`config.mk`:
```
export PLATFORM = sky130hd
export DESIGN_NAME = ahb_master_arbiter
export DESIGN_NICKNAME = d
export VERILOG_FILES = /design/src/rtl/ahb_master_arbiter.sv
export SDC_FILE = /design/constraint.sdc
export NUM_CORES = 1
export LEC_CHECK = 0
export BUFFER_PORTS_ARGS = -buffer_cell sky130_fd_sc_hd__clkbuf_2
export CAP_MARGIN = 5
export CORE_MARGIN = 4
export CORE_UTILIZATION = 46
export CTS_CLUSTER_DIAMETER = 50
export DETAILED_ROUTE_END_ITERATION = 12
export MAX_ROUTING_LAYER = met4
export PLACE_DENSITY = 0.81
export SLEW_MARGIN = 20
export SYNTH_ARGS = -nofsm -noshare
export SYNTH_HDL_FRONTEND = slang
export SYNTH_SLANG_ARGS = --single-unit
```
`constraint.sdc`:
```
create_clock -name clk -period 2.3 [get_ports clk]
set_clock_uncertainty 0.1 [all_clocks]
set_input_delay 0.23 -clock clk [delete_from_list [all_inputs] [get_ports clk]]
set_output_delay 0.23 -clock clk [all_outputs]
set_load 0.005 [all_outputs]
```
`src/rtl/ahb_master_arbiter.sv`:
```
// Round-robin arbiter that shares one AHB-Lite master port between NUM_REQ
// requesters, one single 32-bit transfer at a time, with a data-phase watchdog.
module ahb_master_arbiter #(
    parameter int unsigned NUM_REQ        = 2,
    parameter int unsigned TIMEOUT_CYCLES = 64
) (
    input  logic                  clk,
    input  logic                  rst,
    input  logic [NUM_REQ-1:0]    req,
    input  logic [NUM_REQ-1:0]    req_write,
    input  logic [32*NUM_REQ-1:0] req_addr,
    input  logic [32*NUM_REQ-1:0] req_wdata,
    output logic [NUM_REQ-1:0]    grant,
    output logic [NUM_REQ-1:0]    done,
    output logic [31:0]           rdata,
    output logic                  resp,
    output logic [1:0]            m_trans,
    output logic                  m_write,
    output logic [31:0]           m_addr,
    output logic [31:0]           m_wdata,
    input  logic [31:0]           m_rdata,
    input  logic                  m_resp,
    input  logic                  m_ready
);

    localparam int unsigned PTR_W = $clog2(NUM_REQ);
    localparam int unsigned CNT_W = (TIMEOUT_CYCLES > 0) ? $clog2(TIMEOUT_CYCLES + 1) : 1;
    localparam bit          TO_EN = (TIMEOUT_CYCLES != 0);

    localparam logic [1:0] HTRANS_IDLE   = 2'b00;
    localparam logic [1:0] HTRANS_NONSEQ = 2'b10;

    typedef enum logic [1:0] {
        S_IDLE = 2'd0,
        S_ADDR = 2'd1,
        S_DATA = 2'd2
    } state_t;

    state_t               state_q, state_d;
    logic [NUM_REQ-1:0]   grant_q, grant_d;
    logic [PTR_W-1:0]     last_q, last_d;
    logic [CNT_W-1:0]     wait_q, wait_d;
    logic [1:0]           m_trans_q, m_trans_d;
    logic                 m_write_q, m_write_d;
    logic [31:0]          m_addr_q, m_addr_d;
    logic [31:0]          wdata_q, wdata_d;
    logic [31:0]          m_wdata_q, m_wdata_d;

    logic [NUM_REQ-1:0][31:0] addr_arr;
    logic [NUM_REQ-1:0][31:0] wdata_arr;
    logic [NUM_REQ-1:0]   req_m;
    logic                 win_found;
    logic [PTR_W-1:0]     win_idx;
    logic [NUM_REQ-1:0]   win_onehot;
    logic                 win_write;
    logic [31:0]          win_addr;
    logic [31:0]          win_wdata;
    logic                 data_ok;
    logic                 timeout;
    logic                 complete;
    logic                 load;

    assign addr_arr  = req_addr;
    assign wdata_arr = req_wdata;

    // Round-robin pick: first request above the last winner, else wrap to the lowest.
    always_comb begin
        req_m      = req & ~grant_q;
        win_found  = 1'b0;
        win_idx    = '0;
        win_onehot = '0;
        win_write  = 1'b0;
        win_addr   = '0;
        win_wdata  = '0;
        for (int unsigned i = 0; i < NUM_REQ; i++) begin
            if (!win_found && req_m[i] && (PTR_W'(i) > last_q)) begin
                win_found = 1'b1;
                win_idx   = PTR_W'(i);
            end
        end
        for (int unsigned i = 0; i < NUM_REQ; i++) begin
            if (!win_found && req_m[i]) begin
                win_found = 1'b1;
                win_idx   = PTR_W'(i);
            end
        end
        for (int unsigned i = 0; i < NUM_REQ; i++) begin
            if (win_found && (PTR_W'(i) == win_idx)) begin
                win_onehot[i] = 1'b1;
                win_write     = req_write[i];
                win_addr      = addr_arr[i];
                win_wdata     = wdata_arr[i];
            end
        end
    end

    // Completion strobe and response, combinational in the finishing data-phase cycle.
    always_comb begin
        data_ok  = (state_q == S_DATA) && m_ready;
        timeout  = TO_EN && (state_q == S_DATA) && !m_ready && (wait_q == CNT_W'(TIMEOUT_CYCLES));
        complete = data_ok || timeout;
        done     = complete ? grant_q : '0;
        rdata    = data_ok ? m_rdata : 32'h0;
        resp     = timeout || (data_ok && m_resp);
    end

    // Next-state and next-output logic for the address/data phase sequencer.
    always_comb begin
        state_d   = state_q;
        grant_d   = grant_q;
        last_d    = last_q;
        wait_d    = wait_q;
        m_trans_d = m_trans_q;
        m_write_d = m_write_q;
        m_addr_d  = m_addr_q;
        wdata_d   = wdata_q;
        m_wdata_d = m_wdata_q;
        load      = 1'b0;

        case (state_q)
            S_IDLE: begin
                m_trans_d = HTRANS_IDLE;
                wait_d    = '0;
                load      = win_found;
            end
            S_ADDR: begin
                if (m_ready) begin
                    state_d   = S_DATA;
                    m_trans_d = HTRANS_IDLE;
                    m_wdata_d = wdata_q;
                    wait_d    = '0;
                end
            end
            S_DATA: begin
                if (complete) begin
                    wait_d = '0;
                    if (win_found) begin
                        load = 1'b1;
                    end else begin
                        state_d   = S_IDLE;
                        grant_d   = '0;
                        m_trans_d = HTRANS_IDLE;
                    end
                end else if (!m_ready && (wait_q != '1)) begin
                    wait_d = wait_q + CNT_W'(1);
                end
            end
            default: begin
                state_d   = S_IDLE;
                grant_d   = '0;
                m_trans_d = HTRANS_IDLE;
            end
        endcase

        if (load) begin
            state_d   = S_ADDR;
            grant_d   = win_onehot;
            last_d    = win_idx;
            m_trans_d = HTRANS_NONSEQ;
            m_write_d = win_write;
            m_addr_d  = win_addr;
            wdata_d   = win_wdata;
        end
    end

    // State and registered master-side outputs.
    always_ff @(posedge clk or negedge rst) begin
        if (!rst) begin
            state_q   <= S_IDLE;
            grant_q   <= '0;
            last_q    <= PTR_W'(NUM_REQ - 1);
            wait_q    <= '0;
            m_trans_q <= HTRANS_IDLE;
            m_write_q <= 1'b0;
            m_addr_q  <= '0;
            wdata_q   <= '0;
            m_wdata_q <= '0;
        end else begin
            state_q   <= state_d;
            grant_q   <= grant_d;
            last_q    <= last_d;
            wait_q    <= wait_d;
            m_trans_q <= m_trans_d;
            m_write_q <= m_write_d;
            m_addr_q  <= m_addr_d;
            wdata_q   <= wdata_d;
            m_wdata_q <= m_wdata_d;
        end
    end

    assign grant   = grant_q;
    assign m_trans = m_trans_q;
    assign m_write = m_write_q;
    assign m_addr  = m_addr_q;
    assign m_wdata = m_wdata_q;

endmodule
```
# After elaboration in Yosys (flattened, before gate mapping)
# Cells that the tools add are included.
# W data, S select, Z words.
[classes]
n_eq_ne = 11
bitwise = 3
order_cmp = 2
reduce_logical = 26
add_sub_neg = 1
n_mux = 34
[ops]
columns = ["operator", "n"]
rows = [
  ["$mux W32", 5],
  ["$mux W7", 3],
  ["$pmux W7 S3", 1],
  ["$mux W2", 8],
  ["$mux W1", 13],
  ["$logic_and A1 B1 Y1", 12],
  ["$ne A3 B3 Y1 const B", 3],
  ["$reduce_and A3 Y1", 3],
  ["$pmux W2 S2", 2],
  ["$add A7 B1 Y7 const B", 1],
  ["$eq A7 B7 Y1 const B", 1],
  ["$ne A7 B7 Y1 const B", 1],
  ["$pmux W2 S3", 1],
  ["$logic_not A1 Y1", 4],
  ["$ne A2 B2 Y1 const B", 2],
  ["$reduce_and A4 Y1", 1],
  ["$ne A3 B2 Y1 const B", 1],
  ["$reduce_bool A3 Y1", 1],
  ["$and A2 B2 Y2", 1],
  ["$eq A2 B1 Y1 const B", 1],
  ["$eq A2 B2 Y1 const B", 1],
  ["$gt A1 B1 Y1 const A", 2],
  ["$logic_not A2 Y1", 1],
  ["$logic_or A1 B1 Y1", 2],
  ["6 further kinds", 6],
]
[totals]
elab_cells = 86
ff_bits = 111
out_inout_bits = 104

# Longest topological paths before layout
[depth]
depth_word = 19
ltp_mapped = 7
mapped_depth_nobuf = 5

# Least setup slack after synthesis
# OpenSTA, ideal clock, no wires.
[synth_timing]
path_kind = "reg2reg"
startpoint = "register wait_q[3]"
endpoint = "register m_addr_q[13] (netlist: m_addr[13])"
path_buffers = 2
setup_slack_ns = 0.310
arrival_ns = 1.763
setup_time_ns = 0.127
required_time_ns = 2.073
period_less_slack_ns = 1.990
path_stages_with_launch = 7
path_cell_list = "dfrtp_1 > nor4_4 > a31oi_4 > a21oi_4 > buf_6 > buf_6 > mux2_1"
[synth_between]
elab_chain_len = 5
[synth_rtl]
columns = ["element", "line_no", "rtl"]
rows = [
  ["start: declaration", "42", "logic [CNT_W-1:0] wait_q, wait_d;"],
  ["start signal: assignment", "182", "wait_q <= wait_d;"],
  ["$eq A7 B7 Y1", "100", "timeout = TO_EN && (state_q == S_DATA) && !m_ready && (wait_q == CNT_W'(TIMEOUT_CYCLES));"],
  ["$logic_and A1 B1 Y1", "100", ""],
  ["$logic_or A1 B1 Y1", "101", "complete = data_ok || timeout;"],
  ["$mux W1", "135", "if (complete) begin"],
  ["$pmux W1 S2", "120", "case (state_q)"],
  ["end signal: assignment", "185", "m_addr_q <= m_addr_d;"],
  ["end: declaration", "45", "logic [31:0] m_addr_q, m_addr_d;"],
]
# Every way passes these cells.
# A chain may end at the register's enable or synchronous reset.

# Worst setup path after layout
[layout_timing]
startpoint = "register wait_q[3]"
endpoint = "register m_addr_q[4] (netlist: m_addr[4])"
# The elaborated chain is that of the path after synthesis.

==> qor.log <==
INFO  run_status     status=complete, no violations
INFO  global_route   first_global_vias=4,461
INFO  global_route   grt_start_max_net_pins=56
INFO  layout         finish.utilization=64.22%
INFO  layout         final_cell_area=7053squm
INFO  pwr            peakVddDrop=877.3uV
INFO  synthesis      synthDominantCellAreaShare=52.07%
INFO  floorplan      die_h=114.7microns
INFO  routing        initialDrtViolationCount=171
INFO  cts            cts_clock_pin_slew_for_the_worst_setup_and_hold_paths=0.07ns
INFO  sta            fin_setup_tns=0ns
INFO  placement      post_dp_cell_area=6764squm
INFO  floorplan      design.core.area=10,980squm
INFO  critical_path  setup.reg_to_reg.worst_slack=0.23ns
INFO  cts            tritoncts_buffers=9
INFO  min_path       worst_hold_path.num_cells=3
INFO  global_route   grt_first_pass_wirelength=21,560microns
INFO  critical_path  r2r_start=wait_q[3]
INFO  global_route   antenna_found_initial=0
INFO  sta            final-max-slew-violation-count=0
INFO  synthesis      synthesis.area=5239squm
INFO  placement      portBuffers=270
INFO  sta            worst_hold_slack=0.1243ns
INFO  sta            fmaxAchievable=482.5MHz
INFO  synthesis      synth.yosys.warnings=0
INFO  routing        dr_total_vias=4,366
INFO  pwr            pwr_total=7.805mW
INFO  routing        route.detailed.vias_per_inst=5.377
INFO  placement      detailed_place_hpwl=10,760microns
INFO  cts            tritoncts=done
INFO  sta            final.period_utilization=90.11%
INFO  cts            number_of_levels_the_h_tree_was_split_into=3
INFO  synthesis      cell_types_occupying_the_most_area_after_synthesis=dfrtp_1 52%, mux2_2 17%, a22o_1 11%
INFO  floorplan      die_area=13,160squm
INFO  critical_path  r2r_end=m_addr[4]
INFO  layout         area_growth=34.63%
INFO  cts            insertion_delay=0.34ns
INFO  run            max_cap_viol_count=0
INFO  synthesis      synth_seq_area_share=52.57%
INFO  global_route   met1_usage=23.73%
INFO  layout         final_net_count=837
INFO  sta            final_period_minus_worst_setup_slack=2.073ns
INFO  floorplan      std_cell_rows=38
INFO  routing        routed_wl=13,830microns
INFO  critical_path  worst-endpoint-arrival=2.20ns
INFO  sta            setup_viol=0
INFO  synthesis      yosysTopAreaCell=dfrtp_1
INFO  layout         drive_gt1_share=57.14%
INFO  placement      place.gp.congestion=0.8055
INFO  cts            cts-resized-gates=0
INFO  global_route   grt_overflow_total=0
INFO  synthesis      synth-main-ff-cell=dfrtp_1
INFO  cts            cts.root.buffer_cell=clkbuf_16
INFO  critical_path  worstRegToRegCells=5
INFO  cts            cts_num_sinks=110
INFO  pwr            leakage_power_summed_over_all_cells=3.860nW
INFO  routing        firstDrtPassIters=5
INFO  synthesis      ys_seq_elements=110
INFO  global_route   grt.met3_usage=4.281%
INFO  floorplan      design.portCount=272
INFO  global_route   global_route.peak_usage_layer=met2
INFO  critical_path  worst_ep_required_time=2.43ns
INFO  global_route   grt_met2_usage=37.76%
INFO  synthesis      synth_async_sr_flop_share=100.0%
INFO  global_route   groute.usage.overall=21.45%
INFO  min_path       min_path_type=primary input to flop
INFO  floorplan      dieWidth=114.7microns
INFO  critical_path  worstSetupPathType=flop to flop
INFO  synthesis      synth_enable_flop_cells=0
INFO  floorplan      floorplan.initialDensity=47.70%
INFO  critical_path  timing.critical_path.from_type=flop
INFO  routing        route.antenna.remaining_nets=0
INFO  min_path       holdCritStartpoint=req_addr[13]
INFO  synthesis      synthMostInstantiatedCell=dfrtp_1
INFO  sta            setup_slack=0.2274ns
INFO  pwr            p_per_area=1107nW/um^2
INFO  cts            ctsLongestPathBuffers=2
INFO  layout         insertedDiodeCount=0
INFO  min_path       worst_hold_path.endpoint=m_addr[13]
INFO  placement      post-place-ws=0.2453ns
INFO  routing        remaining_drc_errors=0
INFO  sta            rsz_0062_raised_after_global_routing=false
INFO  routing        average_wire_per_cell_in_the_routed_design=17.03microns
INFO  cts            cts_setup_buffers=0
INFO  synthesis      mappedNetlistNets=577
INFO  critical_path  crit_path_max_fanout=53
INFO  synthesis      number_of_distinct_library_cells_after_synthesis=42
INFO  layout         layout.cells.non_filler=812
INFO  placement      post-place-cells=795
INFO  critical_path  crit_path_end_kind=flop
INFO  sta            hold_violations=0
INFO  synthesis      synthesized_area_divided_by_synthesized_cell_count=12.87squm
INFO  synthesis      synth_instances=407
INFO  synthesis      post_synth_most_frequent_cells=109 x dfrtp_1, 80 x mux2_2, 67 x a22o_1
==> how the worst max path moves through the flow <==
stage | startpoint | endpoint | slack (ns) | depth (start not counted)
after floorplan | wait_q[3] | m_addr[13] | 0.31 | 6
after global placement | wait_q[3] | m_write | 0.29 | 5
after detailed placement | wait_q[3] | m_addr[5] | 0.25 | 5
after CTS | wait_q[3] | m_addr[4] | 0.23 | 5
after global routing | state_q[1] | done[1] | 0.08 | 6
final | wait_q[3] | m_addr[4] | 0.23 | 5
==> sequential cells by signal (all words and copies together), names as in the netlist <==
name     flops
wdata_q     32
wait_q       7
state_q      2
m_addr      32
last_q       1
grant        2
m_wdata     32
m_write      1
m_trans      1
==> area by class of cell <==
class | count | area, sq um
clock buffers | 13 | 260.3
clock inverters | 3 | 18.77
fillers | 854 | 3930
inverters | 6 | 22.52
multi-input cells | 257 | 2306
flip-flops and latches | 110 | 2754
well taps | 140 | 175.2
repair buffers | 283 | 1516
==> kinds of logic after synthesis <==
group,Yosys count,synth area share [%]
compound gates,89,14.57
buf+inv,40,3.750
simple gates,66,7.332
other cells,1,0.07158
xor+xnor,1,0.1672
mux,98,21.07
fa+ha+maj,2,0.4776
flops,110,52.57
==> what timing repair did <==
| action | in CTS | in global routing |
|---|---|---|
| endpoints found under the hold margin | 32 | 0 |
| setup endpoints to repair | 0 | 0 |
| hold buffers | 1 | 0 |
==> where the power goes <==
part	internal [mW]	leakage [nW]	switching [mW]
Combinational	1.77	2.31	1.43
Sequential	2.71	1.41	0.438
Clock	0.794	0.140	0.665
Total	5.27	3.86	2.53
==> layer usage <==
metal | up-vias | part of all wire [%]
met5 | - | 0
met2 | 194 | 52
li1 | 2038 | -
met4 | 0 | 2.8
met3 | 31 | 7.2
met1 | 2103 | 38
==> worst max-delay path, stage by stage, from the launching register on <==
cell	delay [ns]
dfrtp_1	0.44
nor4_4	0.37
a31oi_4	0.14
a21oi_4	0.20
buf_12	0.28
mux2_2	0.39
==> layout by cell type (no fill, tap or decap), types with 3 or more instances in the layout <==
| cell | n |
|---|---|
| clkbuf_2 | 269 |
| nor2_1 | 8 |
| clkbuf_16 | 9 |
| buf_12 | 5 |
| a21oi_1 | 3 |
| buf_4 | 8 |
| mux2_1 | 18 |
| nand2_1 | 7 |
| dfrtp_1 | 109 |
| inv_1 | 6 |
| nand3_1 | 5 |
| mux2_2 | 80 |
| and3_1 | 35 |
| a22o_1 | 67 |
(Power assumes the default switching activity.)
